### src/rtl/remote_cmd_sender.sv
// remote_cmd_sender
// Host-side UART bridge. A 16-bit command goes out on TX as two 8N1 frames,
// high byte first, back to back. RX is deserialized independently into
// 8-bit response bytes. Both directions share only the bit period.
module remote_cmd_sender #(
   parameter int BAUD_DIV = 2604
) (
   input  logic        clk,
   input  logic        rst,
   input  logic [15:0] cmd,
   input  logic        snd_cmd,
   output logic        busy,
   output logic        cmd_snt,
   output logic [7:0]  resp,
   output logic        resp_rdy,
   input  logic        clr_resp_rdy,
   input  logic        RX,
   output logic        TX
);

   localparam int CW = $clog2(BAUD_DIV);
   localparam logic [CW-1:0] BAUD_LAST = CW'(BAUD_DIV - 1);
   localparam logic [CW-1:0] HALF_LAST = CW'(BAUD_DIV / 2 - 1);

   typedef enum logic [1:0] {TX_IDLE, SEND_HIGH, SEND_LOW} tx_state_t;
   typedef enum logic [1:0] {RX_IDLE, RX_START, RX_DATA, RX_STOP} rx_state_t;

   // ---------------- transmit side ----------------
   tx_state_t       tx_state;
   logic [7:0]      hold_low;   // low byte waits here while the high byte is on the wire
   logic [8:0]      tx_shift;   // remaining data bits plus the stop bit, LSB leaves first
   logic [CW-1:0]   tx_baud;
   logic [3:0]      tx_bit;     // 0 = start bit, 1..8 = data, 9 = stop

   // TX framer: start bit is driven on the acceptance edge, so TX is already low in cycle k+1
   // NOTE: every register in a clocked block uses <= so all of them see pre-edge values.
   always_ff @(posedge clk or posedge rst) begin
      if (rst) begin
         tx_state <= TX_IDLE;
         hold_low <= 8'h00;
         tx_shift <= 9'h1ff;
         tx_baud  <= '0;
         tx_bit   <= 4'd0;
         TX       <= 1'b1;
         busy     <= 1'b0;
         cmd_snt  <= 1'b0;
      end else begin
         case (tx_state)
            TX_IDLE: begin
               if (snd_cmd) begin
                  hold_low <= cmd[7:0];
                  tx_shift <= {1'b1, cmd[15:8]};
                  tx_baud  <= '0;
                  tx_bit   <= 4'd0;
                  TX       <= 1'b0;
                  busy     <= 1'b1;
                  cmd_snt  <= 1'b0;
                  tx_state <= SEND_HIGH;
               end
            end
            default: begin
               if (tx_baud != BAUD_LAST) begin
                  tx_baud <= tx_baud + 1'b1;
               end else begin
                  tx_baud <= '0;
                  if (tx_bit != 4'd9) begin
                     TX       <= tx_shift[0];
                     tx_shift <= {1'b1, tx_shift[8:1]};
                     tx_bit   <= tx_bit + 4'd1;
                  end else if (tx_state == SEND_HIGH) begin
                     // high-byte stop bit done: low-byte start bit follows with no gap
                     TX       <= 1'b0;
                     tx_shift <= {1'b1, hold_low};
                     tx_bit   <= 4'd0;
                     tx_state <= SEND_LOW;
                  end else begin
                     TX       <= 1'b1;
                     busy     <= 1'b0;
                     cmd_snt  <= 1'b1;
                     tx_state <= TX_IDLE;
                  end
               end
            end
         endcase
      end
   end

   // ---------------- receive side ----------------
   logic            rx_s1, rx_s2, rx_prev;
   rx_state_t       rx_state;
   logic [7:0]      rx_shift;
   logic [CW-1:0]   rx_baud;
   logic [3:0]      rx_bit;

   // RX synchronizer plus one history flop for falling-edge detection; idles high
   always_ff @(posedge clk or posedge rst) begin
      if (rst) begin
         rx_s1   <= 1'b1;
         rx_s2   <= 1'b1;
         rx_prev <= 1'b1;
      end else begin
         rx_s1   <= RX;
         rx_s2   <= rx_s1;
         rx_prev <= rx_s2;
      end
   end

   // RX deframer: half-bit to confirm start, then one sample per bit period at mid-bit
   always_ff @(posedge clk or posedge rst) begin
      if (rst) begin
         rx_state <= RX_IDLE;
         rx_shift <= 8'h00;
         rx_baud  <= '0;
         rx_bit   <= 4'd0;
         resp     <= 8'h00;
         resp_rdy <= 1'b0;
      end else begin
         // NOTE: the good-byte set below is a later assignment in the same block, so it overrides this clear.
         if (clr_resp_rdy) resp_rdy <= 1'b0;
         case (rx_state)
            RX_IDLE: begin
               if (rx_prev && !rx_s2) begin
                  rx_baud  <= '0;
                  rx_state <= RX_START;
               end
            end
            RX_START: begin
               if (rx_baud != HALF_LAST) begin
                  rx_baud <= rx_baud + 1'b1;
               end else begin
                  rx_baud  <= '0;
                  rx_bit   <= 4'd0;
                  rx_state <= rx_s2 ? RX_IDLE : RX_DATA;   // high here means a glitch
               end
            end
            RX_DATA: begin
               if (rx_baud != BAUD_LAST) begin
                  rx_baud <= rx_baud + 1'b1;
               end else begin
                  rx_baud  <= '0;
                  rx_shift <= {rx_s2, rx_shift[7:1]};
                  if (rx_bit == 4'd7) rx_state <= RX_STOP;
                  else                rx_bit   <= rx_bit + 4'd1;
               end
            end
            default: begin
               if (rx_baud != BAUD_LAST) begin
                  rx_baud <= rx_baud + 1'b1;
               end else begin
                  rx_baud  <= '0;
                  rx_state <= RX_IDLE;
                  if (rx_s2) begin   // framing error leaves resp untouched
                     resp     <= rx_shift;
                     resp_rdy <= 1'b1;
                  end
               end
            end
         endcase
      end
   end

endmodule

### config.mk
export PLATFORM = sky130hd
export DESIGN_NAME = remote_cmd_sender
export DESIGN_NICKNAME = d
export VERILOG_FILES = /design/src/rtl/remote_cmd_sender.sv
export SDC_FILE = /design/constraint.sdc
export NUM_CORES = 1
export LEC_CHECK = 0
export BUFFER_PORTS_ARGS = -buffer_cell sky130_fd_sc_hd__buf_2
export CAP_MARGIN = 30
export CORE_MARGIN = 2
export CORE_UTILIZATION = 50
export CTS_CLUSTER_SIZE = 25
export DETAILED_ROUTE_END_ITERATION = 7
export HOLD_SLACK_MARGIN = 0.02
export PLACE_DENSITY = 0.78
export SLEW_MARGIN = 20
export SYNTH_ARGS = -nofsm -noshare
export SYNTH_HDL_FRONTEND = slang
export SYNTH_SLANG_ARGS = --single-unit
### constraint.sdc
create_clock -name clk -period 3.7 [get_ports clk]
set_clock_uncertainty 0.2 [all_clocks]
set_input_delay 0.74 -clock clk [delete_from_list [all_inputs] [get_ports clk]]
set_output_delay 0.74 -clock clk [all_outputs]
set_load 0.1 [all_outputs]
# [Yosys cells after proc, flatten, opt, wreduce, memory -nomap -nowiden]
# Cells that the tools add are included.
[classes] n_eq_ne=18 n_mux=51 bitwise=2 n_reduce_logical=16 add_sub_neg=4
[op_table] cell="12-bit two-way mux" count=6
[op_table] cell="9-bit two-way mux" count=5
[op_table] cell="4-bit two-way mux" count=8
[op_table] cell="12-bit by 1-bit adder with 12-bit output (second input constant)" count=2
[op_table] cell="12-bit inequality test (second input constant)" count=2
[op_table] cell="12-bit case mux with 2 select lines" count=1
[op_table] cell="2-bit two-way mux" count=11
[op_table] cell="1-bit two-way mux" count=18
[op_table] cell="12-bit by 11-bit inequality test with 1-bit output (second input constant)" count=1
[op_table] cell="2-bit inequality test (second input constant)" count=6
[op_table] cell="3-bit AND reduction" count=3
[op_table] cell="4-bit by 1-bit adder with 4-bit output (second input constant)" count=2
[op_table] cell="4-bit case mux with 2 select lines" count=1
[op_table] cell="4-bit AND reduction" count=2
[op_table] cell="2-bit by 1-bit inequality test with 1-bit output (second input constant)" count=3
[op_table] cell="2-bit case mux with 3 select lines" count=1
[op_table] cell="2-bit AND reduction" count=3
[op_table] cell="5-bit AND reduction" count=1
[op_table] cell="2-bit by 1-bit equality test with 1-bit output (second input constant)" count=2
[op_table] cell="4-bit by 3-bit equality test with 1-bit output (second input constant)" count=1
[op_table] cell="2-bit logical NOT" count=2
[op_table] cell="4-bit inequality test (second input constant)" count=1
[op_table] cell="3-bit by 1-bit inequality test with 1-bit output (second input constant)" count=1
[op_table] cell="3-bit nonzero test" count=1
[op_table] cell="other kinds (6)" count=7
[totals] elab_cells=108 regBits=76

# [Longest topological paths before layout]
[logic_depth] word_depth=5 mapped_depth=7 depth_no_buf=6

# [Least setup slack after synthesis]
# OpenSTA, ideal clock, no wires.
[synth_timing] path_type="input-to-reg" from="input port snd_cmd" to="register tx_shift[0]" n_path_buf=1 required_ps=3418 setup_slack_ps=1670 arrival_ps=1748 path_stages=4 setup_time_ps=82 cell_sequence="or3_1 > clkbuf_1 > nand3_4 > mux2_2"
[synth_between] elab_chain_cells=2
[synth_rtl] element="start, declared" line_no="11" text="input logic snd_cmd,"
[synth_rtl] element="2-bit inequality test (no source line)"
[synth_rtl] element="3-bit AND reduction (no source line)"
[synth_rtl] element="end signal, assigned" line_no="52" text="tx_shift <= {1'b1, cmd[15:8]};"
[synth_rtl] element="end signal, assigned" line_no="68" text="tx_shift <= {1'b1, tx_shift[8:1]};"
[synth_rtl] element="end signal, assigned" line_no="73" text="tx_shift <= {1'b1, hold_low};"
[synth_rtl] element="end, declared" line_no="31" text="logic [8:0] tx_shift;"
# Every way passes these cells.
# A chain may end at the register's enable or synchronous reset.

# [Worst setup path after layout]
[layout_timing] from="register rx_baud[0]" to="register rx_baud[4]"
[layout_between] elab_chain_cells=3
[layout_rtl] element="start, declared" line_no="92" text="logic [CW-1:0] rx_baud;"
[layout_rtl] element="start signal, assigned" line_no="129" text="rx_baud <= rx_baud + 1'b1;"
[layout_rtl] element="start signal, assigned" line_no="138" text="rx_baud <= rx_baud + 1'b1;"
[layout_rtl] element="start signal, assigned" line_no="148" text="rx_baud <= rx_baud + 1'b1;"
[layout_rtl] element="12-bit by 1-bit adder with 12-bit output (tied with other cells)" line_no="129, 138, 148"
[layout_rtl] element="12-bit two-way mux, on equally long branches" line_no="137, 147, 128"
[layout_rtl] element="12-bit case mux with 2 select lines *" line_no="120" text="case (rx_state)"
# Mark *: on every way between the ends. The rest lies on a longest branch, timed or not.

==> out/results.tsv <==
stage	metric	value	unit
outcome	status	complete, no violations	
setup_path	crit-path max FO	8	
placed_design	Post-Place Cell Area	4020	sq um
timing	crit share post-route	64.7	%
finish	diode count	0	
synthesis	ys flop type	dfrtp_1	
setup_path	worst path cell trace	ha_1 -> and4bb_2 -> a31oi_1 -> buf_4 -> nor2_1 -> o211ai_1	
timing	Setup-failing EPs final	0	
setup_path	WS Path Type	flop to flop	
routing	drt pass-1 iters	4	
synthesis	Yosys Warn Count	0	
die	die height	91.0	microns
setup_path	critical path data arrival time	2.46	ns
die	Rows	31	
timing	Final Max Tran Viols	0	
run	MaxCap Viol Count	0	
finish	final instance area	4260	sq um
cts	Clock Latency Late Sink	0.35	ns
global_route	largest net degree at the start of global routing	55	
cts	clk sink count	75	
die	core box area	7290	sq um
cts	Post-CTS Setup Bufs	0	
routing	initial drt markers	103	
synthesis	#FFs+latches synth	75	
setup_path	crit-path leading delay family	compound AO/OA/AOI/OAI gates	
global_route	first-pass GRT wire length	13300	microns
cts	post_cts resized	0	
cts	CTS root buf	clkbuf_8	
timing	setup TNS	0	ns
cts	# hold bufs at CTS	0	
timing	Final Hold Viols	0	
die	Die X	91.0	microns
synthesis	synthesized area	3790	sq um
cts	CTS H-tree depth	3	
pwr	PD cells	624	nW/um^2
synthesis	Synth top cells by count	63 x dfrtp_1, 42 x nand2_1, 31 x mux2_2	
timing	RSZ-0062 raised after global routing	no	
cts	TritonCTS clock tree	yes	
synthesis	cell count after synthesis	358	
die	Ports	33	
routing	Final ANT Viol Nets	0	
global_route	vias in the first global route	2932	
finish	Layout area overhead	12.5	%
routing	Vias	2842	
pwr	leakage	1.98	nW
placed_design	Final HPWL DP	5110	microns
timing	Worst Tran Pin Value	0.869	ns
synthesis	dominant cell type by area after synthesis	dfrtp_1	
synthesis	Synth Area per Inst	10.6	sq um
die	Die ar.	8290	sq um
placed_design	GP Congestion	0.879	
setup_path	Buf+Inv Stages, Crit Path	1	
cts	Clock Path Buffers	2	
cts	Reg clk slew, reported paths	0.08	ns
cts	total CTS buffers	9	
synthesis	Synth async-reset ratio	100	%
finish	fill count	643	
synthesis	Yosys top cell area share	41.6	%
synthesis	Synth cell types	57	
timing	Worst slew margin	41.8	%
pwr	maximum VDD drop	0.262	mV
synthesis	most common cell in the synthesized netlist	dfrtp_1	
global_route	antenna violations before repair	0	
global_route	Tot GR Track Use	19.6	%
synthesis	post-synthesis sequential area ratio	50.0	%
setup_path	CP Launch Type	flop	
setup_path	max incr delay on CP	0.52	ns
finish	Final nets	417	
setup_path	Worst Setup End Kind	flop	
timing	Fmax	0.418	GHz
setup_path	Slowest-stage cell, CP	a31oi_1	
finish	layout cells sized above 1	26.6	%
synthesis	Synth area leaders	dfrtp_1 42%, mux2_2 9.2%, dfstp_2 8.3%, nand2_1 4.2%, a31oi_1 3.6%	
routing	post-detailed-route DRC marker count	0	
placed_design	Port-buffer cells	32	
timing	crit path time final	2.39	ns
synthesis	EDFF count, synth	0	
routing	Avg WL per Cell	14.9	microns
routing	final WL	7360	microns
synthesis	net count after synthesis	385	
routing	DR vias/cell	5.75	
global_route	Congestion Overflow GR	0	
die	initial core utilization	51.9	%
worst_hold_path	Hold Crit Class	flop to flop	
setup_path	Req. time, crit path	3.76	ns
cells in the final DEF, fill, tap and decap left out, types with 6 or more instances in the layout:
cell type / instances
nand3_1: 13
a31oi_1: 22
nor2_1: 20
dfstp_2: 12
nor3_1: 6
clkbuf_8: 12
a21o_1: 6
a21oi_1: 6
mux2_2: 31
ha_1: 6
and2_1: 6
nand2_1: 42
dfrtp_1: 63
and3_1: 7
inv_1: 10
o21ai_0: 22
buf_2: 32
final cells by class:
cell class	instances	area (sq um)	share of cell area (%)
repair buffers	35	195	4.58
flip-flops and latches	75	1890	44.4
well taps	99	124	2.91
clock inverters	3	68.8	1.61
multi-input cells	258	1770	41.6
inverters	11	41.3	0.969
clock buffers	13	169	3.96
per-stage QoR:
step           util [%]  instances  hold slack [ns]  worst slack, ns  power (mW)
3_5_place_dp       55.2        478            0.149             1.34        1.93
6_report           58.4        494            0.159             1.31        2.66
4_1_cts            58.4        494            0.160             1.34        2.67
5_1_grt            58.4        494            0.163             1.13        2.83
3_3_place_gp       55.2        478            0.148             1.48        1.89
2_1_floorplan         -        358            0.145            0.870        1.77
report_power, final:
group          internal (mW)  total, mW  switching, mW
logic                  0.294      0.700          0.406
clock network          0.437      0.735          0.298
registers               1.04       1.22          0.185
metal layers:
layer	routed length, microns	GRT usage, %
met1	3450	24.4
met2	3530	32.3
met3	237	5.64
met4	147	7.58
met5	0	0
worst paths after layout:
check                      cells past startpoint                      to              startpoint  slack (ns)
max                                            6  rx_baud[4]$_DFFE_PP0P_  rx_baud[0]$_DFFE_PP0P_        1.31
max reg2reg                                    6  rx_baud[4]$_DFFE_PP0P_  rx_baud[0]$_DFFE_PP0P_        1.31
min reg2reg                                    0         rx_s2$_DFF_PP1_         rx_s1$_DFF_PP1_        0.16
min in group asynchronous                      2   tx_bit[0]$_DFFE_PP0P_                     rst        0.20
max in group asynchronous                      3       rx_prev$_DFF_PP1_                     rst        2.41
min                                            0         rx_s2$_DFF_PP1_         rx_s1$_DFF_PP1_        0.16
flip-flops by register name, summed over array words and instances, names as in the netlist:
signal / count
rx_prev: 1
rx_s2: 1
busy: 1
tx_shift: 8
rx_s1: 1
tx_state: 2
tx_baud: 12
TX: 1
rx_bit: 4
resp_rdy: 1
tx_bit: 4
rx_shift: 8
hold_low: 8
cmd_snt: 1
resp: 8
rx_state: 2
rx_baud: 12
cell families after synthesis:
group	after synthesis	synth area share [%]
AOI/OAI and AO/OA	83	14.0
DFF	75	50.0
adders and majority gates	6	1.98
muxes	36	10.5
and+or+nand+nor	131	19.8
buffers and inverters	25	3.27
xor gates and xnor gates	2	0.463
No activity file was read; power rests on OpenSTA's default activity.
